### config.mk
export PLATFORM = sky130hd
export DESIGN_NAME = alu_cmd_parser
export DESIGN_NICKNAME = d
export VERILOG_FILES = /design/src/rtl/alu_pkg.sv /design/src/rtl/alu_mul32_seq.sv /design/src/rtl/alu_cmd_parser.sv
export SDC_FILE = /design/constraint.sdc
export NUM_CORES = 1
export LEC_CHECK = 0
export CAP_MARGIN = 20
export CORE_MARGIN = 1
export CORE_UTILIZATION = 58
export CTS_CLUSTER_DIAMETER = 200
export DETAILED_ROUTE_END_ITERATION = 8
export DONT_BUFFER_PORTS = 1
export GPL_TIMING_DRIVEN = 1
export PLACE_DENSITY = 0.76
export SYNTH_ARGS = -nofsm -noshare
export SYNTH_HDL_FRONTEND = slang
export SYNTH_SLANG_ARGS = --single-unit
### constraint.sdc
create_clock -name clk -period 2.6 [get_ports clk]
set_clock_uncertainty 0.05 [all_clocks]
set_input_delay 0.13 -clock clk [delete_from_list [all_inputs] [get_ports clk]]
set_output_delay 0.13 -clock clk [all_outputs]
set_load 0.005 [all_outputs]
### src/rtl/alu_pkg.sv
// alu_pkg: opcodes, header size and parser state encoding shared by the ALU command parser.
package alu_pkg;
  localparam logic [7:0] OPC_ECHO = 8'hEC;
  localparam logic [7:0] OPC_ADD = 8'hA0;
  localparam logic [7:0] OPC_MUL = 8'hA1;
  localparam int HEADER_BYTES = 4;
  typedef enum logic [3:0] {
    S_OPC,
    S_RSVD,
    S_LEN_LO,
    S_LEN_HI,
    S_ECHO,
    S_OPND,
    S_MUL_BUSY,
    S_RESULT,
    S_DRAIN
  } state_t;
endpackage

### src/rtl/alu_mul32_seq.sv
// alu_mul32_seq: 32-cycle shift-add multiplier returning the low 32 product bits; only built with ALU_MUL_EN.
`ifdef ALU_MUL_EN
module alu_mul32_seq (
  input  logic        clk,
  input  logic        rst,
  input  logic        start,
  input  logic [31:0] a,
  input  logic [31:0] b,
  output logic        done,
  output logic [31:0] p
);
  logic [31:0] a_q, b_q, p_q;
  logic [4:0] cnt_q;
  logic busy_q;
  // p is the partial product including the current step, so it is final when done is high
  assign p = p_q + (b_q[0] ? a_q : 32'd0);
  assign done = busy_q & (cnt_q == 5'd31);
  always_ff @(posedge clk) begin
    if (rst) begin
      a_q <= '0;
      b_q <= '0;
      p_q <= '0;
      cnt_q <= '0;
      busy_q <= 1'b0;
    end else if (start) begin
      a_q <= a;
      b_q <= b;
      p_q <= '0;
      cnt_q <= '0;
      busy_q <= 1'b1;
    end else if (busy_q) begin
      p_q <= p;
      a_q <= a_q << 1;
      b_q <= b_q >> 1;
      cnt_q <= cnt_q + 5'd1;
      busy_q <= !done;
    end
  end
endmodule
`endif

### src/rtl/alu_cmd_parser.sv
// alu_cmd_parser: framed byte-stream echo/add32/mul32 command processor.
// Multiply opcode and its sequential multiplier exist only when ALU_MUL_EN is defined.
module alu_cmd_parser
  import alu_pkg::*;
#(
  parameter int DATA_WIDTH_P = 8,
  parameter int OPERAND_BYTES_P = 4
) (
  input  logic                    clk,
  input  logic                    rst,
  input  logic [DATA_WIDTH_P-1:0] s_data_i,
  input  logic                    s_valid_i,
  output logic                    s_ready_o,
  output logic [DATA_WIDTH_P-1:0] m_data_o,
  output logic                    m_valid_o,
  input  logic                    m_ready_i,
  output logic                    err_o
);
  localparam int W = DATA_WIDTH_P * OPERAND_BYTES_P;
`ifdef ALU_MUL_EN
  localparam bit MUL_EN = 1'b1;
`else
  localparam bit MUL_EN = 1'b0;
`endif
  state_t state_q, state_d;
  logic [DATA_WIDTH_P-1:0] opc_q, len_lo_q, out_q, res_byte;
  logic [15:0] rem_q, len, rem_n;
  logic [W-1:0] shift_q, acc_q, op, mul_p;
  logic [1:0] byte_cnt_q, res_cnt_q;
  logic first_q, out_v_q, err_q, hdr_err, s_acc, short, is_arith, last, opnd_done, mul_start, mul_done;
  assign s_acc = s_valid_i & s_ready_o;
  assign len = {s_data_i, len_lo_q};
  assign short = len < 16'(HEADER_BYTES);
  assign rem_n = len - 16'(HEADER_BYTES);
  assign is_arith = (opc_q == OPC_ADD) | (MUL_EN & (opc_q == OPC_MUL));
  assign last = rem_q == 16'd1;
  assign op = {s_data_i, shift_q[W-1:DATA_WIDTH_P]};
  assign opnd_done = s_acc & (state_q == S_OPND) & (byte_cnt_q == 2'd3);
  assign mul_start = opnd_done & !first_q & MUL_EN & (opc_q == OPC_MUL);
  assign res_byte = DATA_WIDTH_P'(acc_q >> {res_cnt_q, 3'd0});
  assign err_o = err_q;
`ifdef ALU_MUL_EN
  alu_mul32_seq u_mul (
    .clk(clk),
    .rst(rst),
    .start(mul_start),
    .a(acc_q),
    .b(op),
    .done(mul_done),
    .p(mul_p)
  );
`else
  assign mul_done = 1'b0;
  assign mul_p = '0;
`endif
  always_ff @(posedge clk) begin
    state_q <= rst ? S_OPC : state_d;
  end
  always_comb begin
    state_d = state_q;
    hdr_err = 1'b0;
    case (state_q)
      S_OPC: state_d = s_acc ? S_RSVD : S_OPC;
      S_RSVD: state_d = s_acc ? S_LEN_LO : S_RSVD;
      S_LEN_LO: state_d = s_acc ? S_LEN_HI : S_LEN_LO;
      S_LEN_HI: if (s_acc) begin
        hdr_err = short | ((opc_q != OPC_ECHO) & (!is_arith | (rem_n < 16'd8) | (rem_n[1:0] != 2'd0)));
        state_d = (short | (rem_n == 16'd0)) ? S_OPC : hdr_err ? S_DRAIN : (opc_q == OPC_ECHO) ? S_ECHO : S_OPND;
      end
      S_ECHO, S_DRAIN: state_d = (s_acc & last) ? S_OPC : state_q;
      S_OPND: state_d = !opnd_done ? S_OPND : mul_start ? S_MUL_BUSY : last ? S_RESULT : S_OPND;
      S_MUL_BUSY: state_d = !mul_done ? S_MUL_BUSY : (rem_q == 16'd0) ? S_RESULT : S_OPND;
      S_RESULT: state_d = (m_ready_i & (res_cnt_q == 2'd3)) ? S_OPC : S_RESULT;
      default: state_d = S_OPC;
    endcase
  end
  // OPND waits for a pending echo byte to leave so RESULT never finds the output register busy
  always_comb begin
    s_ready_o = !rst & ((state_q inside {S_OPC, S_RSVD, S_LEN_LO, S_LEN_HI, S_DRAIN}) |
                        ((state_q == S_ECHO) & (!out_v_q | m_ready_i)) |
                        ((state_q == S_OPND) & !out_v_q));
    m_valid_o = (state_q == S_RESULT) | out_v_q;
    m_data_o = (state_q == S_RESULT) ? res_byte : out_q;
  end
  always_ff @(posedge clk) begin
    if (rst) begin
      opc_q <= '0;
      len_lo_q <= '0;
      rem_q <= '0;
      shift_q <= '0;
      acc_q <= '0;
      byte_cnt_q <= '0;
      res_cnt_q <= '0;
      first_q <= 1'b0;
      out_q <= '0;
      out_v_q <= 1'b0;
      err_q <= 1'b0;
    end else begin
      err_q <= hdr_err;
      if (s_acc && state_q == S_OPC) opc_q <= s_data_i;
      if (s_acc && state_q == S_LEN_LO) len_lo_q <= s_data_i;
      if (s_acc && state_q == S_LEN_HI) begin
        rem_q <= rem_n;
        byte_cnt_q <= '0;
        first_q <= 1'b1;
      end
      if (s_acc && (state_q inside {S_ECHO, S_OPND, S_DRAIN})) rem_q <= rem_q - 16'd1;
      if (s_acc && state_q == S_OPND) begin
        shift_q <= op;
        byte_cnt_q <= byte_cnt_q + 2'd1;
      end
      if (opnd_done) begin
        first_q <= 1'b0;
        acc_q <= first_q ? op : mul_start ? acc_q : acc_q + op;
      end
      if (state_q == S_MUL_BUSY && mul_done) acc_q <= mul_p;
      if (s_acc && state_q == S_ECHO) begin
        out_q <= s_data_i;
        out_v_q <= 1'b1;
      end else if (m_ready_i) out_v_q <= 1'b0;
      if (state_q == S_RESULT && m_ready_i) res_cnt_q <= res_cnt_q + 2'd1;
    end
  end
endmodule
; Word-level counts from Yosys, hierarchy flattened
; Index checks and enable logic that the tools add are counted.
[op_classes]
add_sub_neg = 5
magnitude_cmp = 2
eq_ne = 16
n_shift = 1
mux = 20
bitwise = 19
reduce_logical = 22
[ops]
columns = op, n
row1 = adder 32 bit, 1
row2 = 2-to-1 mux 16 bit, 2
row3 = 2-to-1 mux 32 bit, 1
row4 = case mux 4 bit (8 select lines), 1
row5 = >> shifter 32 x 5 -> 8 bit, 1
row6 = == test 16 x 1 -> 1 bit (second input constant), 1
row7 = == test 4 x 3 -> 1 bit (second input constant), 4
row8 = == test 8 bit (second input constant), 2
row9 = logical NOT 16 bit, 1
row10 = less-than comparator 16 x 3 -> 1 bit (second input constant), 1
row11 = less-than comparator 16 x 4 -> 1 bit (second input constant), 1
row12 = 2-to-1 mux 4 bit, 4
row13 = subtractor 16 x 1 -> 16 bit (second input constant), 1
row14 = subtractor 16 x 3 -> 16 bit (second input constant), 1
row15 = 2-to-1 mux 2 bit, 5
row16 = AND 1 bit, 9
row17 = == test 4 x 2 -> 1 bit (second input constant), 2
row18 = 2-to-1 mux 8 bit, 1
row19 = inequality test 8 bit (second input constant), 1
row20 = bitwise OR 1 bit, 8
row21 = nonzero test 2 bit, 4
row22 = logical AND 1 bit, 7
row23 = 2-to-1 mux 1 bit, 5
row24 = nonzero test 5 bit, 1
row25 = other kinds (13), 20
[totals]
reg_bits = 115
output_inout_bits = 11

; Depth between registers and ports, before layout
; Gate-level depths: netlist of the first run.
[depth]
word_depth = 11
ltp_mapped = 12
depth_no_buf = 12

; Worst setup path before layout of the first run
; No wires, ideal clock.
[synth_path]
kind = reg-to-reg
from = register shift_q[11]
to = register acc_q[29]
setup_time_ns = 0.124
arrival_ns = 2.608
required_time_ns = 2.426
slack_ns = -0.182
stages_incl_launch_ff = 11
path_cell_list = dfxtp_1 -> ha_1 -> a21o_1 -> a2111oi_2 -> a21oi_1 -> a211oi_2 -> a2111oi_0 -> a211o_1 -> a41oi_1 -> xor2_1 -> o21ai_0
[synth_via]
elab_chain_cells = 2
[synth_rtl]
columns = item, line_no
row1 = from (decl), alu_cmd_parser.sv:28  ; logic [W-1:0] shift_q, acc_q, op, mul_p;
row2 = from (signal assigned), alu_cmd_parser.sv:109  ; shift_q <= op;
row3 = adder 32 bit, alu_cmd_parser.sv:114  ; acc_q <= first_q ? op : mul_start ? acc_q : acc_q + op;
row4 = 2-to-1 mux 32 bit, alu_cmd_parser.sv:114
row5 = to (signal assigned), alu_cmd_parser.sv:114
row6 = to (signal assigned), alu_cmd_parser.sv:116  ; if (state_q == S_MUL_BUSY && mul_done) acc_q <= mul_p;
row7 = to (decl), alu_cmd_parser.sv:28
; No other way between the ends.
; A chain may end at the register's enable or synchronous reset.

; Final worst setup path of the first run
[layout_path]
from = register shift_q[9]
to = register acc_q[31]
; Same word-level chain as after synthesis.

==> results of run 1 <==
-- cells in the final DEF (no fill, tap or decap), types with 24 or more instances in the layout --
cell	synthesis	layout
a21oi_1	91	86
buf_4	1	112
dfxtp_1	107	93
ha_1	37	27
mux2i_1	24	24
nand2_1	98	96
nand3_1	37	37
nor2_1	74	74
nor3_1	26	24
o21ai_0	45	35
-- cell type report --
cell class / instances / share of cell area, %
Clock buffer: 12 / 3.13
Multi-Input combinational cell: 675 / 56.0
Tap cell: 143 / 2.10
Sequential cell: 107 / 25.4
Timing Repair Buffer: 127 / 12.4
Inverter: 13 / 0.573
Clock inverter: 4 / 0.382
-- sequential cells by signal, summed over array words and instances (netlist names), 2 cells and up --
signal / cells
shift_q: 24
out_q: 8
state_q: 4
rem_q: 16
len_lo_q: 8
opc_q: 8
res_cnt_q: 2
byte_cnt_q: 2
acc_q: 32
-- per-layer routing --
layer | track usage [%] | up-vias
li1 | - | 3261
met1 | 47.7 | 3369
met2 | 54.2 | 356
met3 | 8.18 | 89
met4 | 20.7 | 0
met5 | 0 | -
-- worst paths after layout --
| check | end | slack, ns |
|---|---|---|
| worst max register to register | acc_q[31] | -0.15 |
| worst max-delay path | acc_q[31] | -0.15 |
| worst min-delay path | acc_q[31] | 0.01 |
| worst min register to register | opc_q[0] | 0.41 |
-- synthesized netlist by cell type (all sizes together) (10+ instances only) --
cell and count:
dfxtp 107, nand2 98, a21oi 91, nor2 74, clkbuf 47, o21ai 46, ha 37, nand3 37
nor3 26, mux2i 24, a21o 22, xnor2 19, xor2 19, a211oi 14, a31oi 13, and3 13
inv 13, buf 12, nor4 12, nand2b 11, nor2b 10
-- power breakdown --
group | internal [µW] | total [µW] | switching [µW]
clock | 737 | 1400 | 668
sequential | 1660 | 1670 | 17.0
combinational | 129 | 334 | 205
-- through the flow --
stage,hold slack [ns],instances,cell area (µm²)
2_1_floorplan,0.216,854,6880
3_3_place_gp,0.155,1039,7600
3_5_place_dp,0.155,1039,7600
4_1_cts,0.00704,1072,8270
5_1_grt,0.0257,1081,8510
6_report,0.0144,1081,8510
-- logic make-up (layout without fill, tap and decap cells) --
| logic type | Yosys count | count (layout) |
|---|---|---|
| AOI/OAI and AO/OA | 242 | 242 |
| xor gates and xnor gates | 38 | 38 |
| adders and majority gates | 38 | 38 |
| buffers and inverters | 72 | 156 |
| DFF | 107 | 107 |
| muxes | 40 | 40 |
| and+or+nand+nor | 317 | 317 |
-- tightest hold or removal path, delay by kind of cell --
| kind | cells | cell delay, ns |
|---|---|---|
| AOI/OAI and AO/OA | 1 | 0.12 |
| and+or+nand+nor | 2 | 0.13 |
-- what timing repair did --
item | 4_1_cts | 5_1_grt
endpoints found under the hold margin | 92 | 0
pin swaps | 29 | 26
setup buffers | 8 | 8
resized for setup | 43 | 38
hold buffers | 10 | 0
endpoints found under the setup margin | 18 | 26
cloned | 0 | 1
==> metrics.md, run 1 <==
| Metric | Value |
|---|---|
| Outcome | complete, but fails checks |
| Failing checks | negative setup slack |
| Area leader, netlist | dfxtp_1 |
| Met3 Wirelength | slightly above 2000 µm |
| Metal2 WL | around 10,000 µm |
| R2R depth | 12 |
| CTS H-tree depth | 3 |
| Post-Syn Area | around 7000 µm² |
| Fin crit share | 106% |
| Compound-Gate Fraction of Synth Area | ~22% |
| Max rail drop VDD | 0.638 mV |
| Main combinational cell family by area after synthesis | simple AND/OR/NAND/NOR gates |
| Area contributors post-synth | dfxtp_1, ha_1, a21oi_1 |
| Clock Sinks | about 110 |
| Setup ws final | -0.146 ns |
| Pwr Total | 3410 µW |
| Core footprint | between 10,000 and 15,000 µm² |
| Data required time of the worst path | ~2.8 ns |
| Crit path depth | 12 |
| YS warnings | 0 |
| Worst-skew pair later-pin latency | between 0.3 and 0.4 ns |
| IO Port Bufs | 0 |
| Slew at the pin closest to its max-slew limit | 0.856 ns |
| Cells after synthesis | roughly 850 |
| Hold Vio Cnt, Final | 0 |
| Die height | about 110 µm |
| Ys flop type | dfxtp_1 |
| Max Transition Viols Final | 0 |
| Crit path max fanout | 4 |
| Max-capacitance violation count | 0 |
| First-pass GRT wire length | between 30,000 and 40,000 µm |
| CTS buffer count | 9 |
| Synth Area in Simple Gates | a little under a quarter |
| Worst min path class | input pin to register |
| Worst setup startpoint | shift_q[9] |
| Total Wirelength | ~23,000 µm |
| Worst path arrival time | 2.94 ns |
| Netlist cell types | 69 |
| Leakage | 0.00357 µW |
| Number of synthesized flops with an enable pin | 0 |
| Register Area | about 2200 µm² |
| Final global-route overflow total | 0 |
| RSZ-0062 raised after global routing | yes |
| Yosys reg bits | between 100 and 150 |
| Tmin final | between 2 and 3 ns |
| Final setup violation count | 12 |
| Seq/Total Area, Yosys | roughly a third |
| Clk buf depth | 2 |
| DRC Markers | 0 |
| DP Worst Slack | -0.372 ns |
| Post-route ant nets | 0 |
| Worst Setup Start Kind | register |
| Initial Utilization | 59.8% |
| Vias in the first global route | about 6,700 |
| # nets final | 983 |
| Critical path, cell by cell | ha_1, a21oi_1, nand4b_1, a21oi_2, a211oi_4, buf_6, a2111oi_4, nor2_1, buf_4, o31ai_4, a211o_1, nand3_1 |
| Post-Synth Adder-Cell Area | under 10% |
| Share of cells above drive strength 1 | ~24% |
| Worst r2r src | shift_q[9] |
| Routability cong. | 0.955 |
| Mux cell area share after synthesis | approximately 7.5% |
| Crit end category | register |
| DIE WIDTH | around 110 µm |
| Initial antenna violation count | 0 |
| Met1 WL | about 9000 µm |
| Buf+Inv Stages, Crit Path | 2 |
| Ys async rst share | 0% |
| Power per Cell Area | approximately 400 nW/µm² |
| Hold Startpoint | s_data_i[7] |
| Crit-path slowest cell | dfxtp_2 |
| GR Util All Layers | roughly 36% |
| Syn Nets | roughly 900 |
| Critical Path Max Stage Delay | ~0.35 ns |
| DP Wirelength | 14,300 µm |
| Max transition margin | a little over two fifths |
| DR iter-0 viols | about 940 |
| Largest net degree at the start of global routing | between 80 and 90 |
| Root Buffer | clkbuf_16 |
| Antenna cells | 0 |
| Die footprint | between 10,000 and 15,000 µm² |
| Multi-input gate area | around 4800 µm² |
| Clock Pin Slew Worst Setup and Hold Paths | approximately 0.07 ns |
| Vias/cell | about 6.5 |
| Post-synthesis xor/xnor area fraction | 4.88% |
| Post-layout util | 74.5% |
| Share of the synthesized area in the top cell type | a little under a third |
| Syn Area/Cell | 7.99 µm² |
| Vias | between 7,000 and 8,000 |
| Crit-path leading delay family | compound AO/OA/AOI/OAI gates |
| Final setup TNS | -0.917 ns |
| Io pins | 23 |
| DR top layer | met4 |
| Filler cells | between 800 and 900 |
| Drt wl/cell | approximately 21 µm |
| CTS tree | done |
| 1st-pass router iterations | 5 |
| Critical path class | register to register |
| Hold Path Cell Cnt | 3 |
| Row count | 39 |
| Synthesis-to-finish area growth | 24.8% |
| Max Clk Rate | 364 MHz |
(Power assumes the default switching activity.)
==> inputs of run 2 (changes only) <==
--- a/config.mk
+++ b/config.mk
@@ -13,6 +13,7 @@
 export DONT_BUFFER_PORTS = 1
 export GPL_TIMING_DRIVEN = 1
 export PLACE_DENSITY = 0.76
+export SETUP_SLACK_MARGIN = 0.2
 export SYNTH_ARGS = -nofsm -noshare
 export SYNTH_HDL_FRONTEND = slang
 export SYNTH_SLANG_ARGS = --single-unit
==> constraint.sdc (replaced) <==
create_clock -name clk -period 2.6 [get_ports clk]
set_clock_uncertainty 0.05 [all_clocks]
set_input_delay 0.26 -clock clk [delete_from_list [all_inputs] [get_ports clk]]
set_output_delay 0.26 -clock clk [all_outputs]
set_load 0.005 [all_outputs]
==> run 2 against run 1 <==
Effect of this change: the flow finishes with violations (negative hold slack, negative setup slack); largest cell class unchanged; wire length increased by 22%; final cell count increased by 2.9%; critical path type unchanged; combinational power increased by 8.7%.
==> metrics.md, run 2 (synthesized netlist as in run 1, its figures left out) <==
| Metric | Value |
|---|---|
| Outcome | complete, but fails checks |
| Failing checks | negative hold slack, negative setup slack |
| Routability cong. | 0.910 (-4.7%) |
| Power per Cell Area | 366 nW/µm² (-8.7%) |
| DRC Markers | 0 (unchanged) |
| Leakage | 0.00384 µW (+7.5%) |
| Critical path class | register to register |
| Worst path arrival time | 3.06 ns (+0.12 ns) |
| Antenna cells | 0 (unchanged) |
| Most frequent cells in the layout | buf_4, nand2_1, dfxtp_1, a21oi_1, nor2_1 |
| Clock Sinks | 107 (unchanged) |
| Multi-input gate area | 5110 µm² (+7.0%) |
| Max transition margin | 36.1% (-6.8 points) |
| Vias/cell | 7.15 (+9.2%) |
| Filler cells | 645 (-20%) |
| DR iter-0 viols | 1,062 (+13%) |
| Final setup violation count | 18 (+6) |
| Commonest non-fill, non-tap cell in the layout | buf_4 |
| Io pins | 23 (unchanged) |
| Post-route ant nets | 0 (unchanged) |
| Setup ws final | -0.247 ns (-0.101 ns) |
| Max rail drop VDD | 0.467 mV (-27%) |
| Final instance area | 9250 µm² (+8.7%) |
| Final global-route overflow total | 0 (unchanged) |
| Initial antenna violation count | 1 (+1) |
| CTS H-tree depth | 3 (unchanged) |
| Max Transition Viols Final | 0 (unchanged) |
| Cell with the most instances on the worst path | a21oi_1 |
| First-pass GRT wire length | 36,200 µm (+4.2%) |
| 1st-pass router iterations | 6 (+1) |
| RSZ-0062 raised after global routing | yes |
| DIE WIDTH | 110 µm (unchanged) |
| Fin crit share | 110% (+3.9 points) |
| Vias | 7,950 (+12%) |
| Worst Setup Start Kind | register |
| Synthesis-to-finish area growth | 35.6% |
| Worst min path class | input pin to register |
| Cell count after placement | 1,034 (-0.48%) |
| Final setup TNS | -2.44 ns (-1.52 ns) |
| CTS tree | done |
| Total Wirelength | 27,600 µm (+22%) |
| Buf+Inv Stages, Crit Path | 2 (unchanged) |
| Register Area | 2160 µm² (+0.17%) |
| Row count | 39 (unchanged) |
| Slew at the pin closest to its max-slew limit | 0.958 ns (+0.103 ns) |
| Regs by FF count | acc_q (32), shift_q (24), rem_q (16) |
| # nets final | 1,015 (+3.3%) |
| Crit-path leading delay family | compound AO/OA/AOI/OAI gates |
| Fin cells | 1,112 (+2.9%) |
| Worst-skew pair later-pin latency | 0.38 ns (about the same) |
| Critical Path Max Stage Delay | 0.43 ns (+0.08 ns) |
| CTS buffer count | 9 (unchanged) |
| Post-layout util | 81.0% (+6.5 points) |
| Max-capacitance violation count | 0 (unchanged) |
| Largest net degree at the start of global routing | 87 (+3.6%) |
| Clock Pin Slew Worst Setup and Hold Paths | 0.07 ns (about the same) |
| Root Buffer | clkbuf_16 |
| Die height | 110 µm (unchanged) |
| Initial Utilization | 59.8% (unchanged) |
| Crit end category | register |
| Min Hold Slack | -0.0261 ns (-0.0405 ns) |
| Core footprint | 11,400 µm² (unchanged) |
| Crit path max fanout | 5 (+1) |
| Tmin final | 2.85 ns (+0.101 ns) |
| Flip-flop count of the largest register after layout | 32 (unchanged) |
| DP Area | 7610 µm² (+0.25%) |
| Share of cells above drive strength 1 | 32.1% (+7.9 points) |
| Data required time of the worst path | 2.81 ns (+0.02 ns) |
| Reg with most FFs | acc_q |
| Vias in the first global route | 7,161 (+6.8%) |
| Clk buf depth | 2 (unchanged) |
| GR Util All Layers | 37.0% (+0.91 points) |
| IO Port Bufs | 0 (unchanged) |
| Hold Vio Cnt, Final | 5 (+5) |
| Die footprint | 12,200 µm² (unchanged) |
| Max Clk Rate | 351 MHz (-3.5%) |
| Critical path, cell by cell | ha_4, a21oi_1, o21ai_0, a31oi_1, or3b_4, buf_4, buf_6, a31oi_4, xor2_1, nor2_1, a21oi_1, o21ai_1 |
| Drt wl/cell | 24.8 µm (+18%) |
| Crit-path slowest cell | or3b_4 |
| DP Wirelength | 14,300 µm (+0.26%) |
[run 2: cell count changes in the layout (fill, tap and decap cells not counted), sizes merged]
cell / delta
clkbuf: +1
dlymetal6s4s: +1
buf: +25
dlygate4sd3: +2
clkinvlp: +1
inv: +1
[run 2: repair_timing]
item	4_1_cts	5_1_grt
gates cloned	1	5
endpoints found under the hold margin	83	75
setup buffers	20	24
pin swaps	30	56
resized for setup	58	124
endpoints found under the setup margin	40	81
hold buffers	14	5
[run 2: final timing paths]
kind,cells past startpoint,slack (ns),startpoint,end
worst max register to register,12,-0.25,acc_q[15],acc_q[20]
worst max-delay path,12,-0.25,acc_q[15],acc_q[20]
worst min register to register,2,0.43,shift_q[9],shift_q[9]
worst min-delay path,2,-0.03,s_data_i[5],shift_q[29]
[run 2: layout make-up]
class	instances	share of cell area, %
inverters	13	0.555
flip-flops and latches	107	23.4
repair buffers	159	16.0
clock buffers	9	2.43
well taps	143	1.93
multi-input cells	675	55.2
clock inverters	6	0.541
[run 2: metrics by stage]
stage	hold WS, ns	worst slack (ns)	total power [µW]
global placement	0.285	-0.0897	1940
detailed placement	0.287	-0.152	1950
CTS	-0.101	-0.0606	3260
floorplan	0.346	-0.0257	1910
finish	-0.0261	-0.247	3380
global route	-0.00486	-0.421	3450
[run 2: where the power goes]
group	switching [µW]	total (µW)	internal, µW
clock network	691	1350	655
logic	213	363	150
registers	19.6	1680	1660
[run 2: layer usage]
metal	vias up	GRT usage [%]	routed length [µm]
met1	3709	43.3	9310
met4	2	18.8	2370
met3	255	7.52	2870
met2	657	63.9	13000
li1	3327	-	-
met5	-	0	13
==> inputs of run 3 (changes only) <==
--- a/config.mk
+++ b/config.mk
@@ -12,7 +12,7 @@
 export DETAILED_ROUTE_END_ITERATION = 8
 export DONT_BUFFER_PORTS = 1
 export GPL_TIMING_DRIVEN = 1
-export PLACE_DENSITY = 0.76
+export PLACE_DENSITY = 0.73
 export SETUP_SLACK_MARGIN = 0.2
 export SYNTH_ARGS = -nofsm -noshare
 export SYNTH_HDL_FRONTEND = slang
==> run 3 against run 2 <==
Effect of this change: the run ends with negative setup slack left; non-clock buffer count is 19 lower; utilization is 1.9 points lower; die area stayed put; global-route usage is 0.94 points lower; clock power is 7% higher; critical path type unchanged; largest cell class unchanged; largest power group unchanged.
==> metrics.md, run 3 (synthesized netlist as in run 1, its figures left out) <==
| Metric | Value |
|---|---|
| Outcome | complete, but fails checks |
| Failing checks | negative setup slack |
| CTS buffer count | 9 (unchanged) |
| Crit path max fanout | 4 (-1) |
| Flip-flop count of the largest register after layout | 32 (unchanged) |
| Switching share of power | 26.4% (-0.91 points) |
| Final instance area | 9030 µm² (-2.3%) |
| Post-layout util | 79.1% (-1.9 points) |
| Met3 Use GR | 7.30% (-0.22 points) |
| Setup ws final | -0.139 ns (+0.109 ns) |
| IO Port Bufs | 0 (unchanged) |
| Met2 Usage GRT | 60.7% (-3.3 points) |
| Crit-path slowest cell | or3b_4 |
| Reg with most FFs | acc_q |
| Vias | 7,217 (-9.2%) |
| DIE WIDTH | 110 µm (unchanged) |
| Gate power share | 10.3% (-0.4 points) |
| # nets final | 996 (-1.9%) |
| Vias/cell | 6.60 (-7.7%) |
| DRC Markers | 0 (unchanged) |
| Multi-input gate area | 5050 µm² (-1.1%) |
| CTS tree | done |
| Clk buf depth | 2 (unchanged) |
| Vias in the first global route | 6,699 (-6.5%) |
| Clock Pin Slew Worst Setup and Hold Paths | 0.08 ns (about the same) |
| 1st-pass router iterations | 5 (-1) |
| Crit end category | register |
| Initial Utilization | 59.8% (unchanged) |
| Drt wl/cell | 21.7 µm (-13%) |
| DP Area | 7630 µm² (+0.26%) |
| Leakage | 0.00372 µW (-3.0%) |
| Slew at the pin closest to its max-slew limit | 0.948 ns (-0.0103 ns) |
| Antenna cells | 0 (unchanged) |
| Tmin final | 2.74 ns (-0.109 ns) |
| Initial antenna violation count | 0 (-1) |
| Post-route ant nets | 0 (unchanged) |
| Die footprint | 12,200 µm² (unchanged) |
| Data required time of the worst path | 2.80 ns (about the same) |
| Worst min path class | input pin to register |
| Max rail drop VDD | 0.512 mV (+9.6%) |
| Sequential power share | 48.0% (-1.5 points) |
| Filler cells | 765 (+19%) |
| Final setup TNS | -1.24 ns (+1.20 ns) |
| DR iter-0 viols | 742 (-30%) |
| Max-capacitance violation count | 0 (unchanged) |
| DP Wirelength | 14,100 µm (-1.6%) |
| First-pass GRT wire length | 34,900 µm (-3.5%) |
| Routability cong. | 0.918 (+0.82%) |
| Regs by FF count | acc_q (32), shift_q (24), rem_q (16) |
| Max transition margin | 36.8% (+0.69 points) |
| Worst-skew pair later-pin latency | 0.36 ns (-0.02 ns) |
| Commonest non-fill, non-tap cell in the layout | buf_4 |
| Row count | 39 (unchanged) |
| Critical path class | register to register |
| Worst Setup Start Kind | register |
| Final global-route overflow total | 0 (unchanged) |
| Synthesis-to-finish area growth | 32.4% |
| GRT Max-Usage Layer | met2 |
| Io pins | 23 (unchanged) |
| GR Util All Layers | 36.1% (-0.94 points) |
| Critical Path Max Stage Delay | 0.44 ns (about the same) |
| Met1 Use GR | 43.2% (-0.11 points) |
| Clock share of power | 41.7% (+1.9 points) |
| Fin crit share | 105% (-4.2 points) |
| Most frequent cells in the layout | buf_4, nand2_1, dfxtp_1, a21oi_1, nor2_1 |
| Max Transition Viols Final | 0 (unchanged) |
| Root Buffer | clkbuf_16 |
| Worst path arrival time | 2.94 ns (-0.12 ns) |
| CTS H-tree depth | 3 (unchanged) |
| Final setup violation count | 17 (-1) |
| Power per Cell Area | 386 nW/µm² (+5.5%) |
| Core footprint | 11,400 µm² (unchanged) |
| Total Wirelength | 23,700 µm (-14%) |
| Register Area | 2170 µm² (+0.17%) |
| Clock Sinks | 107 (unchanged) |
| RSZ-0062 raised after global routing | yes |
| Max Clk Rate | 365 MHz (+4.0%) |
| Hold Vio Cnt, Final | 0 (-5) |
| Largest net degree at the start of global routing | 81 (-6.9%) |
| Die height | 110 µm (unchanged) |
| Critical path, cell by cell | ha_4, a21o_1, a31oi_2, a21boi_0, or3b_4, a221oi_4, buf_4, nor3_2, a211oi_2, xor2_1, o21ai_1 |
| Share of cells above drive strength 1 | 29.8% (-2.3 points) |
| Switching pwr | 919 µW (-0.43%) |
| Internal power | 2570 µW (+4.3%) |
==> run 3: cell count changes in the layout (fill, tap and decap cells not counted), moves of 4 or more <==
cell     before  now
o21ai_0      15   20
nor4_1        4    8
nor4_2        7    2
buf_4       116  107
o21ai_1      27   22
==> run 3: what timing repair did <==
item | 4_1_cts | 5_1_grt
hold endpoints to repair | 83 | 0
gates resized for setup | 62 | 87
endpoints found under the setup margin | 38 | 62
pin swaps | 39 | 45
setup buffers | 14 | 17
hold buffers | 9 | 0
gates cloned | 2 | 1
==> run 3: routing by layer <==
layer  share of wire (%)  wire [µm]
met1                  38       9120
met2                  48      11400
met3                 8.0       1900
met4                 5.2       1230
met5                   0          0
==> run 3: path summary, 6_finish.rpt <==
check                   start           to  slack [ns]  cells past startpoint
setup / recovery  shift_q[19]    acc_q[26]       -0.14                     11
hold reg to reg      opc_q[1]     opc_q[1]        0.42                      2
hold / removal    s_data_i[6]  len_lo_q[6]       0.007                      2
setup reg to reg  shift_q[19]    acc_q[26]       -0.14                     11
==> run 3: cell type report <==
cell class / count / area share (%)
clock buffers: 9 / 2.49
clock inverters: 7 / 0.914
inverters: 13 / 0.568
multi-input cells: 675 / 55.9
flip-flops and latches: 107 / 24.0
well taps: 143 / 1.98
repair buffers: 140 / 14.2
==> run 3: metrics by stage <==
stage	total power (µW)	hold WS, ns	instances	setup WS (ns)
after floorplan	1910	0.346	854	-0.0257
after global placement	1940	0.284	1035	-0.129
after detailed placement	1950	0.287	1035	-0.211
after CTS	3440	0.000663	1076	-0.0862
after global routing	3570	0.00439	1094	-0.244
final	3490	0.00683	1094	-0.139
==> run 3: power by group through the flow <==
| stage | Sequential [µW] | Clock (µW) | Combinational (µW) |
|---|---|---|---|
| 2_1_floorplan | 1710 | 0 | 205 |
| 3_3_place_gp | 1710 | 0 | 231 |
| 3_5_place_dp | 1710 | 0 | 240 |
| 4_1_cts | 1670 | 1460 | 306 |
| 5_1_grt | 1680 | 1520 | 380 |
| 6_report | 1670 | 1450 | 360 |
==> run 3: critical path: cells and delay by family, from the launching register on <==
family                   cells  cell delay, ns
AO/OA/AOI/OAI                6            1.17
AND/OR/NAND/NOR              2            0.48
XOR/XNOR                     1            0.17
buffers and inverters        1            0.18
adder cells (fa/ha/maj)      1            0.25
flip-flops                   1            0.34
